**src/rtl/operand_issue_ctrl_if.sv**
```systemverilog
// rtl/operand_issue_ctrl_if.sv - fetch, register-read, issue and writeback signals of operand_issue_ctrl
// master is the issue controller; slave is the fetch/datapath/execution side.
interface operand_issue_ctrl_if #(
    parameter int DATA_W = 16
);
    logic              instr_valid;
    logic              instr_ready;
    logic [15:0]       instr;
    logic [3:0]        rs1_sel;
    logic [3:0]        rs2_sel;
    logic [DATA_W-1:0] rs1_data;
    logic [DATA_W-1:0] rs2_data;
    logic [1:0]        unit_sel;
    logic [3:0]        issue_valid;
    logic [3:0]        issue_ready;
    logic [DATA_W-1:0] op_a;
    logic [DATA_W-1:0] op_b;
    logic [3:0]        op_rd;
    logic              wb_valid;
    logic [3:0]        wb_rd;
    logic [15:0]       busy_map;

    modport master (
        input  instr_valid, instr, rs1_data, rs2_data, issue_ready, wb_valid, wb_rd,
        output instr_ready, rs1_sel, rs2_sel, unit_sel, issue_valid, op_a, op_b, op_rd, busy_map
    );

    modport slave (
        output instr_valid, instr, rs1_data, rs2_data, issue_ready, wb_valid, wb_rd,
        input  instr_ready, rs1_sel, rs2_sel, unit_sel, issue_valid, op_a, op_b, op_rd, busy_map
    );
endinterface

```
**src/rtl/operand_issue_ctrl.sv**
```systemverilog
// rtl/operand_issue_ctrl.sv - single-instruction operand read/issue sequencer with busy scoreboard
// Optional stall counter port enabled by defining ISSUE_PERF_CNT_EN.
module operand_issue_ctrl #(
    parameter int DATA_W = 16,
    parameter int CNT_W  = 16
) (
    input  logic                 clk,
    input  logic                 rst,
    operand_issue_ctrl_if.master bus
`ifdef ISSUE_PERF_CNT_EN
    ,
    output logic [CNT_W-1:0]     stall_cnt
`endif
);

    typedef enum logic [1:0] {
        S_IDLE = 2'd0,
        S_HAZ  = 2'd1,
        S_RD   = 2'd2,
        S_ISS  = 2'd3
    } state_t;

    generate
        if (CNT_W < 1) begin : g_bad_cnt_w
            $error("CNT_W must be at least 1");
        end
    endgenerate

    state_t            state_q;
    logic [15:0]       instr_q;
    logic [15:0]       busy_q;
    logic [15:0]       busy_d;
    logic [3:0]        issue_valid_q;
    logic [DATA_W-1:0] op_a_q;
    logic [DATA_W-1:0] op_b_q;
    logic [3:0]        op_rd_q;

    logic [1:0]  f0;
    logic [3:0]  rd;
    logic [3:0]  rs1;
    logic [3:0]  rs2;
    logic [15:0] wb_mask;
    logic [15:0] busy_eff;
    logic        hz;
    logic        iss_hs;

    assign f0  = instr_q[15:14];
    assign rd  = instr_q[13:10];
    assign rs1 = instr_q[9:6];
    assign rs2 = instr_q[5:2];

    wire unused_instr_bits = ^instr_q[1:0];

    // A writeback landing this cycle already releases its register for the hazard check.
    assign wb_mask  = bus.wb_valid ? (16'h0001 << bus.wb_rd) : 16'h0000;
    assign busy_eff = busy_q & ~wb_mask;
    assign hz       = busy_eff[rs1] | busy_eff[rs2] | busy_eff[rd];
    assign iss_hs   = (state_q == S_ISS) && bus.issue_ready[f0];

    // The issuing destination is set after the writeback clear so a same-register writeback loses.
    always_comb begin
        busy_d = busy_eff;
        if (iss_hs) begin
            busy_d[op_rd_q] = 1'b1;
        end
    end

    always_ff @(posedge clk) begin
        if (rst) begin
            state_q       <= S_IDLE;
            instr_q       <= '0;
            busy_q        <= '0;
            issue_valid_q <= '0;
            op_a_q        <= '0;
            op_b_q        <= '0;
            op_rd_q       <= '0;
        end else begin
            busy_q <= busy_d;
            case (state_q)
                S_IDLE: begin
                    if (bus.instr_valid) begin
                        instr_q <= bus.instr;
                        state_q <= S_HAZ;
                    end
                end
                S_HAZ: begin
                    if (!hz) begin
                        state_q <= S_RD;
                    end
                end
                S_RD: begin
                    op_a_q        <= bus.rs1_data;
                    op_b_q        <= bus.rs2_data;
                    op_rd_q       <= rd;
                    issue_valid_q <= 4'b0001 << f0;
                    state_q       <= S_ISS;
                end
                S_ISS: begin
                    if (iss_hs) begin
                        issue_valid_q <= '0;
                        state_q       <= S_IDLE;
                    end
                end
                default: state_q <= S_IDLE;
            endcase
        end
    end

    assign bus.instr_ready = (state_q == S_IDLE) && !rst;
    assign bus.rs1_sel     = rs1;
    assign bus.rs2_sel     = rs2;
    assign bus.unit_sel    = f0;
    assign bus.issue_valid = issue_valid_q;
    assign bus.op_a        = op_a_q;
    assign bus.op_b        = op_b_q;
    assign bus.op_rd       = op_rd_q;
    assign bus.busy_map    = busy_q;

`ifdef ISSUE_PERF_CNT_EN
    logic [CNT_W-1:0] stall_cnt_q;
    logic             stall_inc;

    assign stall_inc = ((state_q == S_HAZ) && hz) ||
                       ((state_q == S_ISS) && !bus.issue_ready[f0]);

    always_ff @(posedge clk) begin
        if (rst) begin
            stall_cnt_q <= '0;
        end else if (stall_inc && (stall_cnt_q != {CNT_W{1'b1}})) begin
            stall_cnt_q <= stall_cnt_q + 1'b1;
        end
    end

    assign stall_cnt = stall_cnt_q;
`endif

endmodule

```
**src/flat_wrapper.sv**
```systemverilog
// flat-port wrapper written by rule: the top's interface ports become plain ports
module operand_issue_ctrl_flat 
#(
    parameter int DATA_W = 16,
    parameter int CNT_W  = 16
)
  (clk, rst, bus_instr_valid, bus_instr, bus_rs1_data, bus_rs2_data, bus_issue_ready, bus_wb_valid, bus_wb_rd, bus_instr_ready, bus_rs1_sel, bus_rs2_sel, bus_unit_sel, bus_issue_valid, bus_op_a, bus_op_b, bus_op_rd, bus_busy_map);
  operand_issue_ctrl_if #(.DATA_W(DATA_W)) bus_i ();
  input  logic clk;
  input  logic rst;
  input wire logic [$bits(bus_i.instr_valid)-1:0] bus_instr_valid;
  input wire logic [$bits(bus_i.instr)-1:0] bus_instr;
  input wire logic [$bits(bus_i.rs1_data)-1:0] bus_rs1_data;
  input wire logic [$bits(bus_i.rs2_data)-1:0] bus_rs2_data;
  input wire logic [$bits(bus_i.issue_ready)-1:0] bus_issue_ready;
  input wire logic [$bits(bus_i.wb_valid)-1:0] bus_wb_valid;
  input wire logic [$bits(bus_i.wb_rd)-1:0] bus_wb_rd;
  output wire logic [$bits(bus_i.instr_ready)-1:0] bus_instr_ready;
  output wire logic [$bits(bus_i.rs1_sel)-1:0] bus_rs1_sel;
  output wire logic [$bits(bus_i.rs2_sel)-1:0] bus_rs2_sel;
  output wire logic [$bits(bus_i.unit_sel)-1:0] bus_unit_sel;
  output wire logic [$bits(bus_i.issue_valid)-1:0] bus_issue_valid;
  output wire logic [$bits(bus_i.op_a)-1:0] bus_op_a;
  output wire logic [$bits(bus_i.op_b)-1:0] bus_op_b;
  output wire logic [$bits(bus_i.op_rd)-1:0] bus_op_rd;
  output wire logic [$bits(bus_i.busy_map)-1:0] bus_busy_map;
  assign bus_i.instr_valid = bus_instr_valid;
  assign bus_i.instr = bus_instr;
  assign bus_i.rs1_data = bus_rs1_data;
  assign bus_i.rs2_data = bus_rs2_data;
  assign bus_i.issue_ready = bus_issue_ready;
  assign bus_i.wb_valid = bus_wb_valid;
  assign bus_i.wb_rd = bus_wb_rd;
  assign bus_instr_ready = bus_i.instr_ready;
  assign bus_rs1_sel = bus_i.rs1_sel;
  assign bus_rs2_sel = bus_i.rs2_sel;
  assign bus_unit_sel = bus_i.unit_sel;
  assign bus_issue_valid = bus_i.issue_valid;
  assign bus_op_a = bus_i.op_a;
  assign bus_op_b = bus_i.op_b;
  assign bus_op_rd = bus_i.op_rd;
  assign bus_busy_map = bus_i.busy_map;
  operand_issue_ctrl #(.DATA_W(DATA_W), .CNT_W(CNT_W)) u_core (.clk(clk), .rst(rst), .bus(bus_i));
endmodule
```
**config.mk**
```make
export PLATFORM = sky130hd
export DESIGN_NAME = operand_issue_ctrl_flat
export DESIGN_NICKNAME = d
export VERILOG_FILES = /design/src/rtl/operand_issue_ctrl_if.sv /design/src/rtl/operand_issue_ctrl.sv /design/src/flat_wrapper.sv
export SDC_FILE = /design/constraint.sdc
export NUM_CORES = 1
export LEC_CHECK = 0
export BUFFER_PORTS_ARGS = -buffer_cell sky130_fd_sc_hd__buf_4
export CAP_MARGIN = 20
export CORE_ASPECT_RATIO = 0.7
export CORE_MARGIN = 5
export CORE_UTILIZATION = 53
export DETAILED_ROUTE_END_ITERATION = 7
export PLACE_DENSITY = 0.95
export REMOVE_ABC_BUFFERS = 1
export SYNTH_ARGS = -nofsm -noshare
export SYNTH_HDL_FRONTEND = slang
export SYNTH_SLANG_ARGS = --single-unit
```
**constraint.sdc**
```tcl
create_clock -name clk -period 4.8 [get_ports clk]
set_input_delay 0.72 -clock clk [delete_from_list [all_inputs] [get_ports clk]]
set_output_delay 0.72 -clock clk [all_outputs]
set_load 0.03 [all_outputs]
```
# Yosys cells after proc, flatten, opt, wreduce, memory -nomap -nowiden
# Cells that the tools add are included.
dict set report op_classes {
  add_sub_neg 0
  multipliers 0
  n_div 0
  magnitude_cmp 6
  n_eq_ne 6
  shift 2
  n_mux 18
  bitwise_logic 5
  reduce_logical 9
}
# op n
set ops {}
lappend ops {{two-way mux 16 bit} 2}
lappend ops {{less-than comparator 4 x 5 -> 1 bit, second input constant} 4}
lappend ops {{bitwise AND 16 bit} 1}
lappend ops {{inverter 16 bit} 1}
lappend ops {{OR 16 bit} 1}
lappend ops {{left shift 1 x 4 -> 16 bit, first input constant} 1}
lappend ops {{binary-select mux 1 bit (select 4 bit)} 3}
lappend ops {{case mux 2 bit (4 select lines)} 1}
lappend ops {{case mux 4 bit (2 select lines)} 1}
lappend ops {{two-way mux 2 bit} 3}
lappend ops {{two-way mux 1 bit} 5}
lappend ops {{demux 1 bit (select 4 bit)} 1}
lappend ops {{== test 2 bit, second input constant} 2}
lappend ops {{greater-or-equal comparator 4 x 1 -> 1 bit, second input constant} 1}
lappend ops {{two-way mux 4 bit} 1}
lappend ops {{!= test 2 bit, second input constant} 2}
lappend ops {{AND reduction 2 bit} 2}
lappend ops {{left shift 1 x 2 -> 4 bit, first input constant} 1}
lappend ops {{logical AND 1 bit} 3}
lappend ops {{less-than comparator 2 x 3 -> 1 bit, second input constant} 1}
lappend ops {{AND reduction 3 bit} 1}
lappend ops {{binary-select mux 1 bit (select 2 bit)} 1}
lappend ops {{== test 2 x 1 -> 1 bit, second input constant} 1}
lappend ops {{zero test 2 bit} 1}
lappend ops {{4 further kinds} 5}
dict set report totals {
  regBits 74
  latch_bits 0
  ram_bits 0
  romBits 0
  output_inout_bits 67
  memories 0
}

# Depth between registers and ports, before layout
# Gate-level depths: netlist of run 1.
dict set report logic_depth {
  depth_word 10
  depth_mapped 8
  mapped_depth_nobuf 7
}

# Least setup slack after synthesis of run 1
# OpenSTA, ideal clock, no wires.
dict set report synth_timing {
  kind {input-to-reg}
  start {input port bus_wb_rd[3]}
  end {register u_core.state_q[1]}
  setup_ps 124
  t_arrival_ps 2516
  slack_ps 2159
  cell_stages 7
  path_cell_list {nand3b_1 -> o211ai_1 -> a2111oi_1 -> or4_4 -> a2111oi_4 -> a21boi_1 -> a2111o_1}
}
dict set report synth_between {
  elab_chain_cells 10
}
# item line_no
set synth_rtl {}
lappend synth_rtl {{from (decl)} flat_wrapper.sv:17} ;# input wire logic [$bits(bus_i.wb_rd)-1:0] bus_wb_rd;
lappend synth_rtl {{left shift 1 x 4 -> 16 bit *} operand_issue_ctrl.sv:55} ;# assign wb_mask = bus.wb_valid ? (16'h0001 << bus.wb_rd) : 16'h0000;
lappend synth_rtl {{two-way mux 16 bit *} operand_issue_ctrl.sv:55}
lappend synth_rtl {{inverter 16 bit *} operand_issue_ctrl.sv:56} ;# assign busy_eff = busy_q & ~wb_mask;
lappend synth_rtl {{bitwise AND 16 bit *} operand_issue_ctrl.sv:56}
lappend synth_rtl {{binary-select mux 1 bit (select 4 bit)} operand_issue_ctrl.sv:57} ;# assign hz = busy_eff[rs1] | busy_eff[rs2] | busy_eff[rd];
lappend synth_rtl {{two-way mux 1 bit (not written as such)} operand_issue_ctrl.sv:57}
lappend synth_rtl {{OR 1 bit} operand_issue_ctrl.sv:57}
lappend synth_rtl {{OR 1 bit *} operand_issue_ctrl.sv:57}
lappend synth_rtl {{!= test 2 bit (no line) *} n/a}
lappend synth_rtl {{AND reduction 3 bit (no line) *} n/a}
lappend synth_rtl {{to (signal assigned)} operand_issue_ctrl.sv:70} ;# state_q <= S_IDLE;
lappend synth_rtl {{to (signal assigned)} operand_issue_ctrl.sv:83} ;# state_q <= S_HAZ;
lappend synth_rtl {{to (signal assigned)} operand_issue_ctrl.sv:88} ;# state_q <= S_RD;
lappend synth_rtl {{to (decl)} operand_issue_ctrl.sv:29} ;# state_t state_q;
# Every way passes the cells marked *; elsewhere a longest branch is shown, timed or not. The select of a mux whose other input is x is not followed.
# A chain may end at the register's enable or synchronous reset.

# Worst setup path after layout of run 1
dict set report layout_timing {
  start {input port bus_wb_rd[2]}
  end {register u_core.state_q[0]}
}
# Same word-level chain as after synthesis.

==> results of run 1 <==
where the power goes:
| part | switching [mW] | internal [mW] | total (mW) |
|---|---|---|---|
| Combinational | 0.404 | 0.289 | 0.693 |
| Clock | 0.238 | 0.400 | 0.638 |
| Sequential | 0.0860 | 0.675 | 0.760 |
worst min path at each step:
stage / startpoint / end
after floorplan: u_core.instr_q[13]$_SDFFE_PP0P_ / u_core.instr_q[13]$_SDFFE_PP0P_
after global placement: u_core.bus.op_a[10]$_SDFFE_PP0P_ / u_core.bus.op_a[10]$_SDFFE_PP0P_
after detailed placement: u_core.bus.op_b[2]$_SDFFE_PP0P_ / u_core.bus.op_b[2]$_SDFFE_PP0P_
after CTS: u_core.bus.op_b[2]$_SDFFE_PP0P_ / u_core.bus.op_b[2]$_SDFFE_PP0P_
after global routing: u_core.bus.op_a[8]$_SDFFE_PP0P_ / u_core.bus.op_a[8]$_SDFFE_PP0P_
final: u_core.bus.op_a[11]$_SDFFE_PP0P_ / u_core.bus.op_a[11]$_SDFFE_PP0P_
per-stage QoR:
| stage | worst slack [ns] | area [um^2] | cells | hold slack [ns] |
|---|---|---|---|---|
| 2_1_floorplan | 2.15 | 3300 | 371 | 0.452 |
| 3_3_place_gp | 1.72 | 4370 | 588 | 0.473 |
| 3_5_place_dp | 1.68 | 4370 | 588 | 0.487 |
| 4_1_cts | 2.04 | 4630 | 604 | 0.504 |
| 5_1_grt | 1.83 | 4650 | 605 | 0.532 |
| 6_report | 1.89 | 4650 | 605 | 0.501 |
routing by layer:
metal / share of wire (%) / wire length [um] / up-vias / global-route usage [%]
met4: 2.2 / 238 / 0 / 8.68
met2: 50 / 5400 / 182 / 43.4
met5: 0 / 0 / - / 0
met1: 38 / 4160 / 1637 / 30.7
li1: - / - / 1637 / -
met3: 9.3 / 1010 / 35 / 6.72
flip-flops by register name, summed over array words and instances, names as in the netlist:
register / flops
u_core.bus.busy_map: 16
u_core.bus.issue_valid: 4
u_core.bus.op_a: 16
u_core.bus.op_b: 16
u_core.bus.op_rd: 4
u_core.instr_q: 14
u_core.state_q: 2
worst max-delay path, stage by stage:
cell and delay (ns):
buf_4 0.12, nand3b_1 0.39, o21ai_1 0.51, o21ai_1 0.13, or4_4 0.45, a2111oi_4 0.36
a21oi_1 0.10, or3_1 0.35
area by class of cell:
type | instances | area (um^2)
sequential | 72 | 1440
multi-input combinational | 291 | 1830
clock buffer | 9 | 124
timing repair buffer | 127 | 966
tap | 91 | 114
fill | 457 | 1680
inverter | 8 | 30.0
clock inverter | 7 | 143
synthesized netlist by cell type, drive strengths merged (7+ instances only):
cell    instances
a21oi          34
nor2b           7
mux2i          38
clkbuf         18
buf            17
o21ai          19
nor2           51
inv             8
nand3           9
nor3b           7
o211ai         17
nand2          47
dfxtp          72
cells by family after synthesis:
logic type | share of synthesized area, %
fa+ha+maj | 1.78
flops | 41.0
buf+inv | 6.80
mux | 12.4
compound gates | 17.5
simple gates | 20.4
==> results.cfg, run 1 <==
[critical_path]
arrival_ns = 3.14
end_kind = register
reg2reg_depth = 7
regToRegEndpoint = u_core.state_q[0]$_SDFFE_PP0P_
worstPathRequired_ns = 5.03
startpoint = bus_wb_rd[2]
cp_max_fo = 9
rr_startpoint = u_core.instr_q[7]$_SDFFE_PP0P_
r2r_setup_slack_ns = 2.28
endpoint = u_core.state_q[0]$_SDFFE_PP0P_
critical_path_class = input port to register
cp-start-kind = input port

[routing]
ant_nets = 0
drcViolationCount = 0
wl_per_cell_um = 17.9
vias_per_cell = 5.77
wl_mm = 10.8
first_iter_violations = 367
vias = 3491
drt_pass1_iterations = 6

[grt]
grt_pass1_vias = 3358
grt_pass1_wl_mm = 17.0
grtUsageTotal_pct = 25.3
grt_antenna_before_repair = 0
grt_max_degree = 76
gr-total-overflow = 0

[die]
boundaryPins = 127
die_width_um = 107
dieArea_um2 = 8380
core_area_um2 = 6340
start_util_pct = 55.4
die_y_um = 78.1
row_count = 24

[finish]
area.growth.synth_to_final_pct = 32.5
final_nets = 574
drive_gt1_share_pct = 29.2
layout_commonest_cell = buf_4
final_cell_mix = buf_4 (126), dfxtp_1 (72), nor2_1 (51)
n_antenna_cell = 0
postLayoutCoreUtil_pct = 73.4

[timing]
fin_skew_ns = 0.00679
final.setup.tns_ns = 0
fmax_ghz = 0.344
drv_slew = 0
rsz0062_at_grt = false
worst_slew_pin_slew_ns = 0.789
final-hold-violation-count = 0
period_share_pct = 60.6
post-route-min-period_ns = 2.91
slew_headroom_pct = 47.3
finalSetupViolations = 0

[clocking]
clk_pin_slew_ns = 0.08
htree_levels = 3
postCtsSetupRepairBufs = 0
clock_latency_ns = 0.35
cts_root_buf = clkbuf_8
cts_hold_buf = 0
cts_tree = done
cts_made_buffers = 9
cts_sinks = 72
cts_resized = 0
clockBufferDepth = 2

[flow_run]
maxCapViolCount = 0

[pwr]
power_leakage_nw = 1.89
irDropWorstVdd_v = 0.000330
powerDensity_nw_per_um2 = 450
finalPower_mw = 2.09

[placed_design]
numPortBuffers = 124
hpwl_mm = 7.87
place.gp.congestion = 0.987

[synthesis]
synth_flop_cell = dfxtp_1
synth.distinct_cells = 50
synth_seq_area_share_pct = 41.0
syn_area_per_cell_um2 = 8.63
ys_seq_elements = 72
synth.top_cell.area_share_pct = 41.0
syn_area_um2 = 3510
synthTopCellsByArea = dfxtp_1 (41%), mux2i_1 (11%), nor2_1 (5.5%)
synth.largest_area_cell = dfxtp_1
ys_warn_count = 0
async_flop_share_pct = 0
syn_inst = 407
synth_edf_count = 0

[min_path]
min_path_type = register to register
holdPathStages = 2

[run_status]
status = completed
Note: power is estimated with default switching activity, not from simulation.
==> run 2, diff against run 1 <==
--- a/config.mk
+++ b/config.mk
@@ -9,9 +9,9 @@
 export CAP_MARGIN = 20
 export CORE_ASPECT_RATIO = 0.7
 export CORE_MARGIN = 5
-export CORE_UTILIZATION = 53
+export CORE_UTILIZATION = 50
 export DETAILED_ROUTE_END_ITERATION = 7
-export PLACE_DENSITY = 0.95
+export PLACE_DENSITY = 0.91
 export REMOVE_ABC_BUFFERS = 1
 export SYNTH_ARGS = -nofsm -noshare
 export SYNTH_HDL_FRONTEND = slang
==> constraint.sdc (replaced) <==
create_clock -name clk -period 3 [get_ports clk]
set_input_delay 0.45 -clock clk [delete_from_list [all_inputs] [get_ports clk]]
set_output_delay 0.45 -clock clk [all_outputs]
set_load 0.03 [all_outputs]
==> run 2 against run 1 <==
Effect of this change: worst hold slack lost 0.18 ns; via count is 0.54% higher; register-to-register slack lost 1.8 ns; non-clock buffer count grew 6; final area down 0.56%; wire length rose by 2.0%; sequential cell count did not move; clock power is 24% higher; count of clock-buffer cells in the layout did not move.
==> results.cfg, run 2 (synthesis results as in run 1) <==
[run_status]
status = completed

[timing]
slew_headroom_pct = 46.5
fin_skew_ns = 0.00854
fin_ws_ns = 0.465
period_share_pct = 84.5
rsz0062_at_grt = false
drv_slew = 0
fmax_ghz = 0.394
finalSetupViolations = 0
post-route-min-period_ns = 2.53
final.setup.tns_ns = 0
final-hold-violation-count = 0
worst_slew_pin_slew_ns = 0.802

[clocking]
cts_tree = done
clk_pin_slew_ns = 0.09
cts_root_buf = clkbuf_8
cts_sinks = 72
clockBufferDepth = 2
htree_levels = 3
cts_resized = 0
postCtsSetupRepairBufs = 0
clock_latency_ns = 0.36
cts_made_buffers = 9
cts_hold_buf = 0

[critical_path]
end_kind = register
worstPathRequired_ns = 3.24
cp_slowest_stage_delay_ns = 0.60
cp-start-kind = input port
cp_max_fo = 8
critical_path_class = input port to register
critPathTopFamily = compound AO/OA/AOI/OAI gates
path_buf_inv = 1
arrival_ns = 2.77
crit_top_cell = a21oi_1
slowest_stage = o21ai_0
critical_path.cell_chain = buf_4 > nand3b_1 > o21ai_0 > o2111ai_1 > and4_2 > a21oi_1 > a21oi_1 > or3_1

[grt]
grtUsageTotal_pct = 25.5
gr-total-overflow = 0
grt_antenna_before_repair = 0
grt_max_degree = 71
grt_pass1_vias = 3374
grt_pass1_wl_mm = 17.3

[finish]
layout_commonest_cell = buf_4
final_nets = 580
area.growth.synth_to_final_pct = 31.7
num-fill-cells = 540
multiInputGateArea_um2 = 1830
final_cell_mix = buf_4 (133), dfxtp_1 (72), nor2_1 (51)
fin_cells = 614
n_antenna_cell = 0
seqCellArea_um2 = 1440
drive_gt1_share_pct = 30.0

[pwr]
switchingPower_mw = 1.18
finalPower_mw = 3.11
irDropWorstVdd_v = 0.000323
power.internal_mw = 1.92
clkPwrFrac_pct = 25.5
pwr-share-comb_pct = 35.4
power_leakage_nw = 1.89
powerDensity_nw_per_um2 = 672
p_sw_share_pct = 38.1
seqPwrFrac_pct = 39.1

[min_path]
min_path_type = input port to register

[die]
boundaryPins = 127
dieArea_um2 = 8830
die_y_um = 80.1
die_width_um = 110
start_util_pct = 51.7
row_count = 25
core_area_um2 = 6790

[routing]
wl_per_cell_um = 18.0
wl_mm = 11.0
drcViolationCount = 0
vias_per_cell = 5.72
ant_nets = 0
drt_pass1_iterations = 6
vias = 3510
first_iter_violations = 406

[placed_design]
post-place-ws_ns = 0.218
place.gp.congestion = 1.04
dp.cells = 598
hpwl_mm = 8.16
numPortBuffers = 124

[flow_run]
maxCapViolCount = 0
==> run 2: layer usage <==
metal | track usage, % | wire length (um) | part of all wire, %
met3 | 8.03 | 1160 | 11
met1 | 32.3 | 4450 | 40
met5 | 0 | 0 | 0
met4 | 8.12 | 238 | 2.2
met2 | 41.3 | 5190 | 47
==> run 2: area by class of cell <==
cell class	count	share of cell area, %
clock buffer	9	2.68
tap	94	2.54
multi-input combinational	291	39.7
clock inverter	7	1.73
inverter	8	0.649
timing repair buffer	133	21.6
sequential	72	31.2
==> run 2: tightest hold or removal path, delay by kind of cell <==
family        cells  cell delay (ns)
buf+inv           1             0.08
mux               1             0.05
simple gates      1             0.07
==> run 2: power groups by stage <==
stage / Sequential (mW) / Combinational (mW) / Clock (mW)
after floorplan: 1.40 / 0.535 / 0
after global placement: 1.22 / 1.05 / 0
after CTS: 1.21 / 1.10 / 0.796
final: 1.22 / 1.10 / 0.791
after detailed placement: 1.23 / 1.10 / 0
after global routing: 1.23 / 1.19 / 0.851
==> run 2: worst paths after layout <==
check                                        from                         endpoint  slack [ns]  cells past startpoint
setup / recovery                     bus_wb_rd[3]   u_core.state_q[0]$_SDFFE_PP0P_        0.47                      8
hold / removal                    bus_rs1_data[7]  u_core.bus.op_a[7]$_SDFFE_PP0P_        0.32                      3
setup reg to reg   u_core.instr_q[7]$_SDFFE_PP0P_   u_core.state_q[0]$_SDFFE_PP0P_        0.49                      7
hold reg to reg   u_core.bus.op_a[9]$_SDFFE_PP0P_  u_core.bus.op_a[9]$_SDFFE_PP0P_        0.50                      2
==> run 2: per-stage QoR <==
stage | hold WS, ns | utilization (%) | cell area (um^2)
after global routing | 0.319 | 68.1 | 4630
after global placement | 0.474 | 65.1 | 4420
after floorplan | 0.452 | - | 3300
after CTS | 0.319 | 68.1 | 4630
final | 0.320 | 68.1 | 4630
after detailed placement | 0.481 | 65.1 | 4420
==> run 3, diff against run 2 <==
--- a/config.mk
+++ b/config.mk
@@ -9,9 +9,9 @@
 export CAP_MARGIN = 20
 export CORE_ASPECT_RATIO = 0.7
 export CORE_MARGIN = 5
-export CORE_UTILIZATION = 50
+export CORE_UTILIZATION = 45
 export DETAILED_ROUTE_END_ITERATION = 7
-export PLACE_DENSITY = 0.91
+export PLACE_DENSITY = 0.87
 export REMOVE_ABC_BUFFERS = 1
 export SYNTH_ARGS = -nofsm -noshare
 export SYNTH_HDL_FRONTEND = slang
==> constraint.sdc (replaced) <==
create_clock -name clk -period 2.3 [get_ports clk]
set_input_delay 0.345 -clock clk [delete_from_list [all_inputs] [get_ports clk]]
set_output_delay 0.345 -clock clk [all_outputs]
set_load 0.03 [all_outputs]
==> run 3 against run 2 <==
Effect of this change: core utilization decreased by 4.5 points; sequential share of layout area decreased by 1.7 points; largest cell class unchanged; power increased by 34%; register-to-register slack got worse by 0.39 ns; clock skew decreased by 0.00098 ns; critical path type unchanged; largest power group is now combinational logic; worst hold slack got worse by 0.085 ns.
==> results.cfg, run 3 (synthesis results as in run 1) <==
[finish]
postLayoutCoreUtil_pct = 63.6
n_antenna_cell = 0
drive_gt1_share_pct = 35.9
fin_area_um2 = 4920
layout_commonest_cell = buf_4
final_cell_mix = buf_4 (166), dfxtp_1 (68), nor2_1 (51)
fin_cells = 655
final_nets = 614
area.growth.synth_to_final_pct = 40.1

[die]
core_area_um2 = 7740
boundaryPins = 127
die_y_um = 83.9
dieArea_um2 = 9700
die_width_um = 116
row_count = 27
start_util_pct = 45.4

[grt]
grt_pass1_wl_mm = 17.3
gr-total-overflow = 0
grt_antenna_before_repair = 0
grtUsageTotal_pct = 22.8
grt_pass1_vias = 3306
grt_max_degree = 48

[placed_design]
postPlaceCellArea_um2 = 4700
place.gp.congestion = 1.02
hpwl_mm = 8.65
dp.cells = 639
post-place-ws_ns = -0.339
numPortBuffers = 124

[timing]
finalSetupViolations = 0
final-hold-violation-count = 0
period_share_pct = 98.6
drv_slew = 0
fin_ws_ns = 0.0320
fmax_ghz = 0.441
fin_skew_ns = 0.00756
final.setup.tns_ns = 0
holdWs_ns = 0.235
slew_headroom_pct = 63.9
worst_slew_pin_slew_ns = 0.541
post-route-min-period_ns = 2.27

[clocking]
cts_tree = done
cts_sinks = 72
clock_latency_ns = 0.34
cts_made_buffers = 9
clk_pin_slew_ns = 0.08
postCtsSetupRepairBufs = 0
clockBufferDepth = 2
cts_root_buf = clkbuf_8
htree_levels = 3

[critical_path]
worstPathRequired_ns = 2.53
critical_path_class = input port to register
cp_max_fo = 4
end_kind = register
arrival_ns = 2.50
cp-start-kind = input port

[pwr]
powerDensity_nw_per_um2 = 843
power_leakage_nw = 2.04
finalPower_mw = 4.15
irDropWorstVdd_v = 0.000418

[routing]
vias_per_cell = 5.41
wl_per_cell_um = 17.0
first_iter_violations = 283
drt_pass1_iterations = 8
wl_mm = 11.1
vias = 3542
drcViolationCount = 0
ant_nets = 0

[flow_run]
maxCapViolCount = 0

[run_status]
status = completed

[min_path]
min_path_type = input port to register
run 3: timing repair:
action | 4_1_cts | 5_1_grt
gates resized for setup | 1 | 10
hold buffers | 0 | 0
pin swaps | 1 | 7
endpoints found under the setup margin | 2 | 2
run 3: worst paths after layout:
kind | start | to | slack [ns] | cells past startpoint
max | bus_wb_rd[1] | u_core.state_q[0]$_SDFFE_PP0P_ | 0.03 | 8
max reg2reg | u_core.instr_q[9]$_SDFFE_PP0P_ | u_core.state_q[0]$_SDFFE_PP0P_ | 0.10 | 7
min reg2reg | u_core.instr_q[6]$_SDFFE_PP0P_ | u_core.instr_q[6]$_SDFFE_PP0P_ | 0.50 | 2
min | bus_rs2_data[7] | u_core.bus.op_b[7]$_SDFFE_PP0P_ | 0.24 | 3
run 3: routing by layer:
metal	global-route usage [%]	vias to the layer above	wire length, um
li1	-	1717	-
met5	0	-	0
met2	35.2	139	5090
met1	31.1	1679	4870
met3	6.67	7	1060
met4	5.44	0	89
run 3: power breakdown:
group | switching, mW | total [mW] | leakage, nW | internal (mW)
clock network | 0.504 | 1.01 | 0.0933 | 0.507
logic | 0.916 | 1.59 | 1.36 | 0.676
registers | 0.135 | 1.55 | 0.587 | 1.41
run 3: layout make-up:
cell class	instances	area (um^2)
inverter	8	30.0
timing repair buffer	167	1270
fill	673	2820
sequential	72	1450
clock buffer	10	128
multi-input combinational	291	1850
tap	101	126
clock inverter	6	67.6
run 3: critical path: stages:
cell       delay (ns)
buf_4            0.12
or2_1            0.27
o211ai_1         0.36
a2111oi_2        0.13
or4_4            0.45
a2111oi_4        0.38
a21oi_2          0.09
or3_1            0.35
